File: src/rtl/mux_stream_n.sv
// mux_stream_n: N-channel registered stream multiplexer with external or round-robin select
module mux_stream_n #(
  parameter int WIDTH  = 32,
  parameter int NUM_CH = 4,
  parameter int SEL_W  = 2,
  parameter int MODE   = 0
) (
  input  logic                    clk,
  input  logic                    rst_n,
  input  logic [NUM_CH*WIDTH-1:0] in_data,
  input  logic [NUM_CH-1:0]       in_valid,
  output logic [NUM_CH-1:0]       in_ready,
  input  logic [SEL_W-1:0]        sel,
  output logic [WIDTH-1:0]        out_data,
  output logic                    out_valid,
  input  logic                    out_ready,
  output logic [SEL_W-1:0]        out_ch,
  output logic                    err_sel
);
  logic [SEL_W-1:0]  ptr, gnt_idx;
  logic [SEL_W:0]    sum;
  logic [NUM_CH-1:0] rot;
  logic [WIDTH-1:0]  gnt_data;
  logic              gnt_any, space, load, sel_bad;
  assign space   = !out_valid || out_ready;
  assign load    = gnt_any && space && rst_n;
  assign sel_bad = {1'b0, sel} >= (SEL_W+1)'(NUM_CH);
  assign rot     = NUM_CH'({in_valid, in_valid} >> ptr);
  // grant: external select, or first valid channel at or after ptr (rot is in_valid rotated so ptr sits at bit 0)
  always_comb begin
    gnt_any = 1'b0;
    gnt_idx = '0;
    sum     = '0;
    if (MODE == 0) begin
      gnt_idx = sel;
      for (int i = 0; i < NUM_CH; i++)
        if (SEL_W'(i) == sel && in_valid[i]) gnt_any = 1'b1;
    end else begin
      for (int k = NUM_CH - 1; k >= 0; k--)
        if (rot[k]) begin
          gnt_any = 1'b1;
          sum     = {1'b0, ptr} + (SEL_W+1)'(k);
          gnt_idx = SEL_W'(sum >= (SEL_W+1)'(NUM_CH) ? sum - (SEL_W+1)'(NUM_CH) : sum);
        end
    end
  end
  // route the granted word and raise only the granted channel's ready
  always_comb begin
    gnt_data = '0;
    in_ready = '0;
    for (int i = 0; i < NUM_CH; i++)
      if (SEL_W'(i) == gnt_idx) begin
        gnt_data    = in_data[i*WIDTH +: WIDTH];
        in_ready[i] = load;
      end
  end
  // output register, sticky select error and round-robin pointer
  always_ff @(posedge clk or negedge rst_n)
    if (!rst_n) begin
      out_data  <= '0;
      out_ch    <= '0;
      out_valid <= 1'b0;
      err_sel   <= 1'b0;
      ptr       <= '0;
    end else begin
      if (load) begin
        out_data  <= gnt_data;
        out_ch    <= gnt_idx;
        out_valid <= 1'b1;
      end else if (out_ready) out_valid <= 1'b0;
      if (MODE == 0 && sel_bad && |in_valid) err_sel <= 1'b1;
      if (MODE == 1 && load) ptr <= gnt_idx == SEL_W'(NUM_CH - 1) ? '0 : gnt_idx + 1'b1;
    end
endmodule

File: config.mk
export PLATFORM = sky130hd
export DESIGN_NAME = mux_stream_n
export DESIGN_NICKNAME = d
export VERILOG_FILES = /design/src/rtl/mux_stream_n.sv
export SDC_FILE = /design/constraint.sdc
export NUM_CORES = 1
export LEC_CHECK = 0
export CORE_UTILIZATION = 38
export CTS_CLUSTER_DIAMETER = 30
export DETAILED_ROUTE_END_ITERATION = 8
export GPL_TIMING_DRIVEN = 0
export PLACE_DENSITY = 0.88
export SLEW_MARGIN = 5
export SYNTH_ARGS = -nofsm -noshare
export SYNTH_HDL_FRONTEND = slang
export SYNTH_SLANG_ARGS = --single-unit
File: constraint.sdc
create_clock -name clk -period 3.55 [get_ports clk]
set_input_delay 0.355 -clock clk [delete_from_list [all_inputs] [get_ports clk]]
set_output_delay 0.355 -clock clk [all_outputs]
set_load 0.02 [all_outputs]
==> results of run 1 <==
-- worst max-delay path, cell delays in order --
cell and delay [ps]:
dlygate4sd3_1 520, buf_2 150, buf_12 230, nand3_1 130
nor3b_1 270, clkdlybuf4s50_1 660
-- metrics by stage --
stage	total power [mW]	worst slack, ps
after floorplan	0.985	1590
after global placement	1.40	-83.2
after detailed placement	1.42	926
after CTS	1.70	819
after global routing	1.77	701
final	1.68	852
-- cells by family (layout without fill, tap and decap cells) --
family	after synthesis	in the layout	synth area share, %
mux	68	68	54.3
flops	35	35	35.9
simple gates	13	13	3.18
buf+inv	12	196	5.79
compound gates	2	2	0.718
other cells	1	1	0.154
-- cell type report --
type	count	share of cell area (%)
clock buffer	7	1.74
timing repair buffer	176	40.3
sequential	35	20.0
buffer	12	3.23
clock inverter	1	0.114
tap	75	2.14
multi-input combinational	84	32.5
-- Yosys cell counts --
cell type       count  area [sq um]
nor3b_1             1          7.51
clkbuf_1            1          3.75
buf_4               1          7.51
nand3_1             2          10.0
nor4b_1             1          8.76
nand2_1             5          18.8
dlygate4sd1_1       2          17.5
dlymetal6s2s_1      2          25.0
nand3_4             1          17.5
nor3_1              1          5.00
mux4_1             20           526
nand2b_1            1          6.26
a22o_1              1          8.76
nor2_1              1          3.75
dfrtp_1            35           876
buf_12              2          40.0
conb_1              1          3.75
buf_6               3          33.8
a31o_1              1          8.76
mux2_4             30           450
mux4_2             13           293
mux2_1              5          56.3
clkbuf_8            1          13.8
-- registers in the layout (all words and copies together), names as in the netlist --
register,cells
out_valid,1
out_data,32
out_ch,2
-- routing by layer --
metal	up-vias	part of all wire, %	GRT usage (%)
met2	104	58	39.3
met4	0	0.78	6.49
li1	916	-	-
met3	4	8.4	4.40
met5	-	0	0
met1	929	33	21.0
-- how the worst max path moves through the flow --
stage                 from  cells past startpoint  slack [ps]           to
finish               rst_n                      6         850  in_ready[2]
global route         rst_n                      6         700  in_ready[2]
CTS                  rst_n                      6         820  in_ready[2]
detailed placement  sel[0]                      5         930  in_ready[1]
global placement     rst_n                      4         -80  in_ready[0]
floorplan           sel[1]                      3        1590  in_ready[0]
-- power by group through the flow --
| stage | clock [mW] | sequential (mW) | combinational (mW) |
|---|---|---|---|
| floorplan | 0 | 0.710 | 0.275 |
| global placement | 0 | 0.573 | 0.826 |
| detailed placement | 0 | 0.577 | 0.845 |
| CTS | 0.283 | 0.573 | 0.846 |
| global route | 0.304 | 0.587 | 0.882 |
| finish | 0.274 | 0.571 | 0.835 |
-- timing repair --
action                    4_1_cts  5_1_grt
hold buffers                    1        0
hold endpoints to repair        2        0
resized for setup               0        0
==> flow_summary.toml, run 1 <==
[detailed_routing]
drtPass1Iterations = 4
routed-via-count = 1953
routed_wirelength_mm = 6.69
drt_iter0_drc = 30
routed_via_density = 5.01
antenna_left = 0
drc_errors = 0
wl_per_cell_um = 17.1

[final_layout]
fill_cells = 407
syn_to_final_growth_pct = 79.5
regArea_sq_um = 876
drive_above_1_share_pct = 18.7
multiInputGateArea_sq_um = 1420
instances_no_fill = 390
final_area_sq_um = 4380
final_common_cell = "clkdlybuf4s50_1"
layout.nets = 451
final_cell_mix = "clkdlybuf4s50_1, dfrtp_1, mux2_4"
antenna_cells = 0
fin_util_pct = 72.3

[floorplan]
fp.dieW_um = 82.2
ios = 177
dieArea_sq_um = 6750
start_util_pct = 40.3
die_h_um = 82.2
coreArea_sq_um = 6060
row_count = 28

[cts]
cts_tree = "done"
htreeDepth = 2
post-cts-setup-buffers = 0
clockBufferDepth = 2
clkSinkCount = 35
root_buffer = "clkbuf_8"
worstSkewPairLatency_ps = 280
numCtsBuffers = 5
cts.reportedPaths.clkPinSlew_ps = 70

[global_routing]
grt_pass1_wl_mm = 9.87
antenna_found_initial = 0
grt_usage_pct = 20.1
grt_max_degree = 40
overflow = 0
grt_pass1_vias = 2083

[synth]
synth.avg_cell_area_sq_um = 18.6
synth_cell_type_count = 23
ys_seq_area_share_pct = 35.9
synth_nets = 268
synth-seq-cells = 35
synthesis.area_sq_um = 2440
ys_warn_count = 0
syn_inst = 131

[sta]
clock_skew_ps = 3.23
holdWs_ps = 413
slew_viol_final = 0
rsz0062_at_grt = "no"
slew_headroom_pct = 61.5
clock.fmax_mhz = 371
tns_ps = 0
finalSetupViolCount = 0
tightestPinTransition_ps = 576
fin_crit_sh_pct = 76.0
layout_min_cycle_time_ps = 2700
final-hold-violation-count = 0

[critical_path]
critical_path_class = "input port to primary output"
reg2reg_slack_ps = 2100
end_kind = "primary output"
reg2reg_to = "out_data[13]"
arrival_ps = 2340
cp-start-kind = "input port"
cp_max_fo = 39
worst-r2r-cell-count = 4
r2r_start = "out_valid"
required_ps = 3190

[power_and_ir_drop]
intPower_mw = 1.18
seq_power_share_pct = 34.0
p_switching_mw = 0.502
p_leak_nw = 1.86
power_density_nw_per_um2 = 383
ir_worst_vdd_mv = 0.230
p_sw_share_pct = 29.9
comb_power_share_pct = 49.7
pwr-share-clk_pct = 16.3

[job]
cap_violations = 0

[placement]
dp_cells = 381
post-dp-hpwl_mm = 5.62
gp_congestion = 0.731
place_area_sq_um = 4290
portBuffers = 174

[outcome]
outcome = "finished clean"

[min_path]
hold_class = "input port to async pin"
(Power assumes the default switching activity.)
==> run 2: changes to the inputs <==
Settings changed: CORE_UTILIZATION 38 to 35, PLACE_DENSITY 0.88 to 0.82.
Clock period 3.55 ns to 2.5 ns, I/O delays scaled along.
==> run 2 against run 1 <==
Final area is 0.17% higher. Global-route usage shrank 1.8 points. Clock power increased by 34%. Largest cell class unchanged.
==> flow_summary.toml, run 2 (synthesis results as in run 1) <==
[power_and_ir_drop]
p_total_mw = 2.37
p_leak_nw = 1.85
power_density_nw_per_um2 = 539
ir_worst_vdd_mv = 0.234

[global_routing]
grt_max_degree = 26
grt_pass1_wl_mm = 10.3
overflow = 0
grt_pass1_vias = 2192
grt_usage_pct = 18.3
antenna_found_initial = 0

[critical_path]
cp-start-kind = "input port"
required_ps = 2250
end_kind = "primary output"
critical_path_class = "input port to primary output"
arrival_ps = 2130
cp_max_fo = 25

[final_layout]
largest-register = "out_data"
syn_to_final_growth_pct = 79.9
final_common_cell = "clkdlybuf4s50_1"
reg.largest.list = "out_data (32), out_ch (2), out_valid (1)"
antenna_cells = 0
instances_no_fill = 394
largest_reg_flops = 32
final_cell_mix = "clkdlybuf4s50_1, dfrtp_1, mux2_4"
drive_above_1_share_pct = 18.8
layout.nets = 452

[floorplan]
ios = 177
coreArea_sq_um = 6760
dieArea_sq_um = 7310
die_h_um = 85.5
fp.dieW_um = 85.5
row_count = 30
start_util_pct = 36.1

[sta]
clock.fmax_mhz = 419
finalSetupViolCount = 0
clock_skew_ps = 5.64
fin_crit_sh_pct = 95.4
final-hold-violation-count = 0
slew_viol_final = 0
tightestPinTransition_ps = 745
rsz0062_at_grt = "no"
layout_min_cycle_time_ps = 2380
slew_headroom_pct = 50.2

[detailed_routing]
antenna_left = 0
drt_iter0_drc = 28
routed_via_density = 5.08
drc_errors = 0
wl_per_cell_um = 16.7
routed-via-count = 2003
routed_wirelength_mm = 6.59
drtPass1Iterations = 4

[cts]
cts.reportedPaths.clkPinSlew_ps = 70
cts_tree = "done"
post-cts-setup-buffers = 0
numCtsBuffers = 5
clkSinkCount = 35
clockBufferDepth = 2
worstSkewPairLatency_ps = 280
htreeDepth = 2
root_buffer = "clkbuf_8"

[placement]
dp_cells = 386
gp_congestion = 0.708
post-dp-hpwl_mm = 5.55
portBuffers = 174

[min_path]
hold_class = "input port to flop"

[outcome]
outcome = "finished clean"

[job]
cap_violations = 0
## run 2: layout make-up
cell class | instances | area, sq um
tap | 80 | 100
buffer | 12 | 134
sequential | 35 | 876
timing repair buffer | 177 | 1780
multi-input combinational | 84 | 1420
clock buffer | 6 | 72.6
fill | 500 | 2370
## run 2: final timing paths
path,slack (ps),cells after the start,start,endpoint
setup / recovery,120,6,rst_n,in_ready[0]
hold / removal,380,3,sel[1],out_data[7]
setup reg to reg,1020,4,out_valid,out_data[15]
hold reg to reg,490,1,out_data[8],out_data[8]
max in group asynchronous,840,3,rst_n,out_data[31]
min in group asynchronous,490,3,rst_n,out_valid
## run 2: what timing repair did
action / in CTS / in global routing
hold endpoints to repair: 16 / 0
setup endpoints to repair: 0 / 1
gates resized for setup: 0 / 1
hold buffers: 2 / 0
## run 2: through the flow
stage	utilization, %	setup slack, ps	instance area [sq um]	TNS (ps)	hold slack (ps)
floorplan	-	719	2440	0	-45.6
CTS	65.1	40.8	4400	0	384
global placement	63.4	-950	4280	-26550	476
finish	65.0	115	4390	0	381
detailed placement	63.7	44.3	4310	0	221
global route	65.0	14.9	4390	0	390
## run 2: routing by layer
layer | GRT usage (%) | vias up | routed length, um
li1 | - | 912 | -
met1 | 18.8 | 984 | 2320
met2 | 36.0 | 103 | 3720
met3 | 4.91 | 4 | 486
met4 | 5.15 | 0 | 68
met5 | 0 | - | 0
## run 2: report_power, final
| group | internal (mW) | leakage [nW] | switching (mW) |
|---|---|---|---|
| registers | 0.723 | 0.410 | 0.0916 |
| logic | 0.754 | 1.40 | 0.429 |
| clock network | 0.186 | 0.0371 | 0.182 |
| total | 1.66 | 1.85 | 0.702 |
## run 2: worst max-delay path, cell delays in order
cell             delay [ps]
dlygate4sd3_1           520
buf_2                   150
buf_16                  180
nand2_1                  80
nor4b_1                 280
clkdlybuf4s50_1         650
==> run 3: changes to the inputs <==
Settings changed: CORE_UTILIZATION 35 to 30, PLACE_DENSITY 0.82 to 0.72.
==> run 3 against run 2 <==
Register-to-register slack is essentially flat. First-iteration DRC count rose by 50%. Routed wire length is 1.9% higher. Worst setup slack improved by 60 ps. Sequential share of layout area fell by 0.42 points. Power up 10%. Combinational power barely moved. Critical path depth unchanged. Via count rose by 2.1%. Count of clock-buffer cells in the layout is 1 lower. Non-clock buffer count unchanged. Highest routed layer unchanged.
==> flow_summary.toml, run 3 (synthesis results as in run 1) <==
[outcome]
outcome = "finished clean"

[critical_path]
cp_top_family = "buffers and inverters"
cp.buffers_inverters = 4
critical_path_class = "input port to primary output"
path_cells = "dlygate4sd3_1 > buf_2 > buf_16 > nand3_1 > nor3b_1 > clkdlybuf4s50_1"
critical_path.max_stage_delay_ps = 630
end_kind = "primary output"
cp-start-kind = "input port"
cp_slowest_cell = "clkdlybuf4s50_1"
required_ps = 2250
arrival_ps = 2070
cp_max_fo = 23

[power_and_ir_drop]
p_sw_share_pct = 28.1
comb_power_share_pct = 45.6
p_switching_mw = 0.733
p_total_mw = 2.61
ir_worst_vdd_mv = 0.243
power_density_nw_per_um2 = 582
seq_power_share_pct = 30.9
pwr-share-clk_pct = 23.4
intPower_mw = 1.87
p_leak_nw = 1.90

[detailed_routing]
wl_per_cell_um = 16.1
drc_errors = 0
drtPass1Iterations = 4
routed_via_density = 4.89
antenna_left = 0
routed-via-count = 2045
drt_iter0_drc = 42
routed_wirelength_mm = 6.71

[cts]
htreeDepth = 2
worstSkewPairLatency_ps = 290
clockBufferDepth = 2
root_buffer = "clkbuf_8"
clkSinkCount = 35
cts_tree = "done"
cts.reportedPaths.clkPinSlew_ps = 70
numCtsBuffers = 5

[final_layout]
instances_no_fill = 418
final_cell_mix = "clkdlybuf4s50_1, dfrtp_1, mux2_4"
antenna_cells = 0
fill_cells = 645
syn_to_final_growth_pct = 83.7
reg.largest.list = "out_data (32), out_ch (2), out_valid (1)"
drive_above_1_share_pct = 19.6
layout.nets = 452
multiInputGateArea_sq_um = 1420
regArea_sq_um = 876
final_common_cell = "clkdlybuf4s50_1"
largest-register = "out_data"
largest_reg_flops = 32

[placement]
gp_congestion = 0.700
dp_cells = 408
portBuffers = 174
post-dp-hpwl_mm = 5.37

[floorplan]
row_count = 32
dieArea_sq_um = 8500
ios = 177
start_util_pct = 31.3
fp.dieW_um = 92.2
die_h_um = 92.2
coreArea_sq_um = 7810

[sta]
tns_ps = 0
layout_min_cycle_time_ps = 2320
finalSetupViolCount = 0
tightestPinTransition_ps = 824
clock_skew_ps = 7.86
rsz0062_at_grt = "no"
final-hold-violation-count = 0
clock.fmax_mhz = 430
fin_crit_sh_pct = 93.0
slew_viol_final = 0
slew_headroom_pct = 44.9

[global_routing]
grt_max_degree = 24
overflow = 0
antenna_found_initial = 0
grt_pass1_wl_mm = 10.5
grt_usage_pct = 16.1
grt_pass1_vias = 2114

[min_path]
hold_class = "input port to flop"

[job]
cap_violations = 0
run 3: area by class of cell:
class	instances	share of cell area, %
timing repair buffer	177	39.8
multi-input combinational	84	31.8
sequential	35	19.5
buffer	12	2.99
tap	102	2.85
clock buffer	5	1.53
clock inverter	3	1.51
run 3: worst min-delay path: stages:
cell    delay (ps)
buf_6          120
mux4_1         150
mux2_1         120
run 3: per-layer routing:
metal	global-route usage, %	wire (um)	vias to the layer above
met1	18.2	2550	1005
met5	0	0	-
li1	-	-	915
met2	29.2	3500	116
met3	4.56	548	9
met4	5.21	110	0
run 3: worst paths after layout:
kind	start	to	slack (ps)	cells past startpoint
worst max-delay path	rst_n	in_ready[2]	180	6
worst min-delay path	sel[1]	out_data[9]	380	3
worst max register to register	out_valid	out_data[15]	1020	4
worst min register to register	out_data[8]	out_data[8]	490	1
max in group asynchronous	rst_n	out_data[31]	770	3
min in group asynchronous	rst_n	out_data[5]	480	3
run 3: per-stage QoR:
stage	util [%]	instance area (sq um)	setup slack, ps	hold slack, ps
6_report	57.4	4480	175	384
5_1_grt	57.4	4480	81.6	417
4_1_cts	57.5	4490	87.3	391
3_5_place_dp	55.5	4330	75.0	237
3_3_place_gp	55.2	4310	-1020	476
2_1_floorplan	-	2440	719	-45.6
run 3: what timing repair did:
| action | CTS | global route |
|---|---|---|
| setup buffers | 0 | 0 |
| endpoints found under the setup margin | 0 | 2 |
| hold buffers | 2 | 0 |
| resized for setup | 0 | 2 |
| endpoints found under the hold margin | 18 | 0 |
run 3: power groups by stage:
stage          combinational [mW]  clock [mW]  sequential (mW)
4_1_cts                      1.21       0.633            0.810
3_3_place_gp                 1.18           0            0.818
5_1_grt                      1.25       0.654            0.827
3_5_place_dp                 1.20           0            0.816
6_report                     1.19       0.611            0.807
2_1_floorplan               0.390           0             1.01
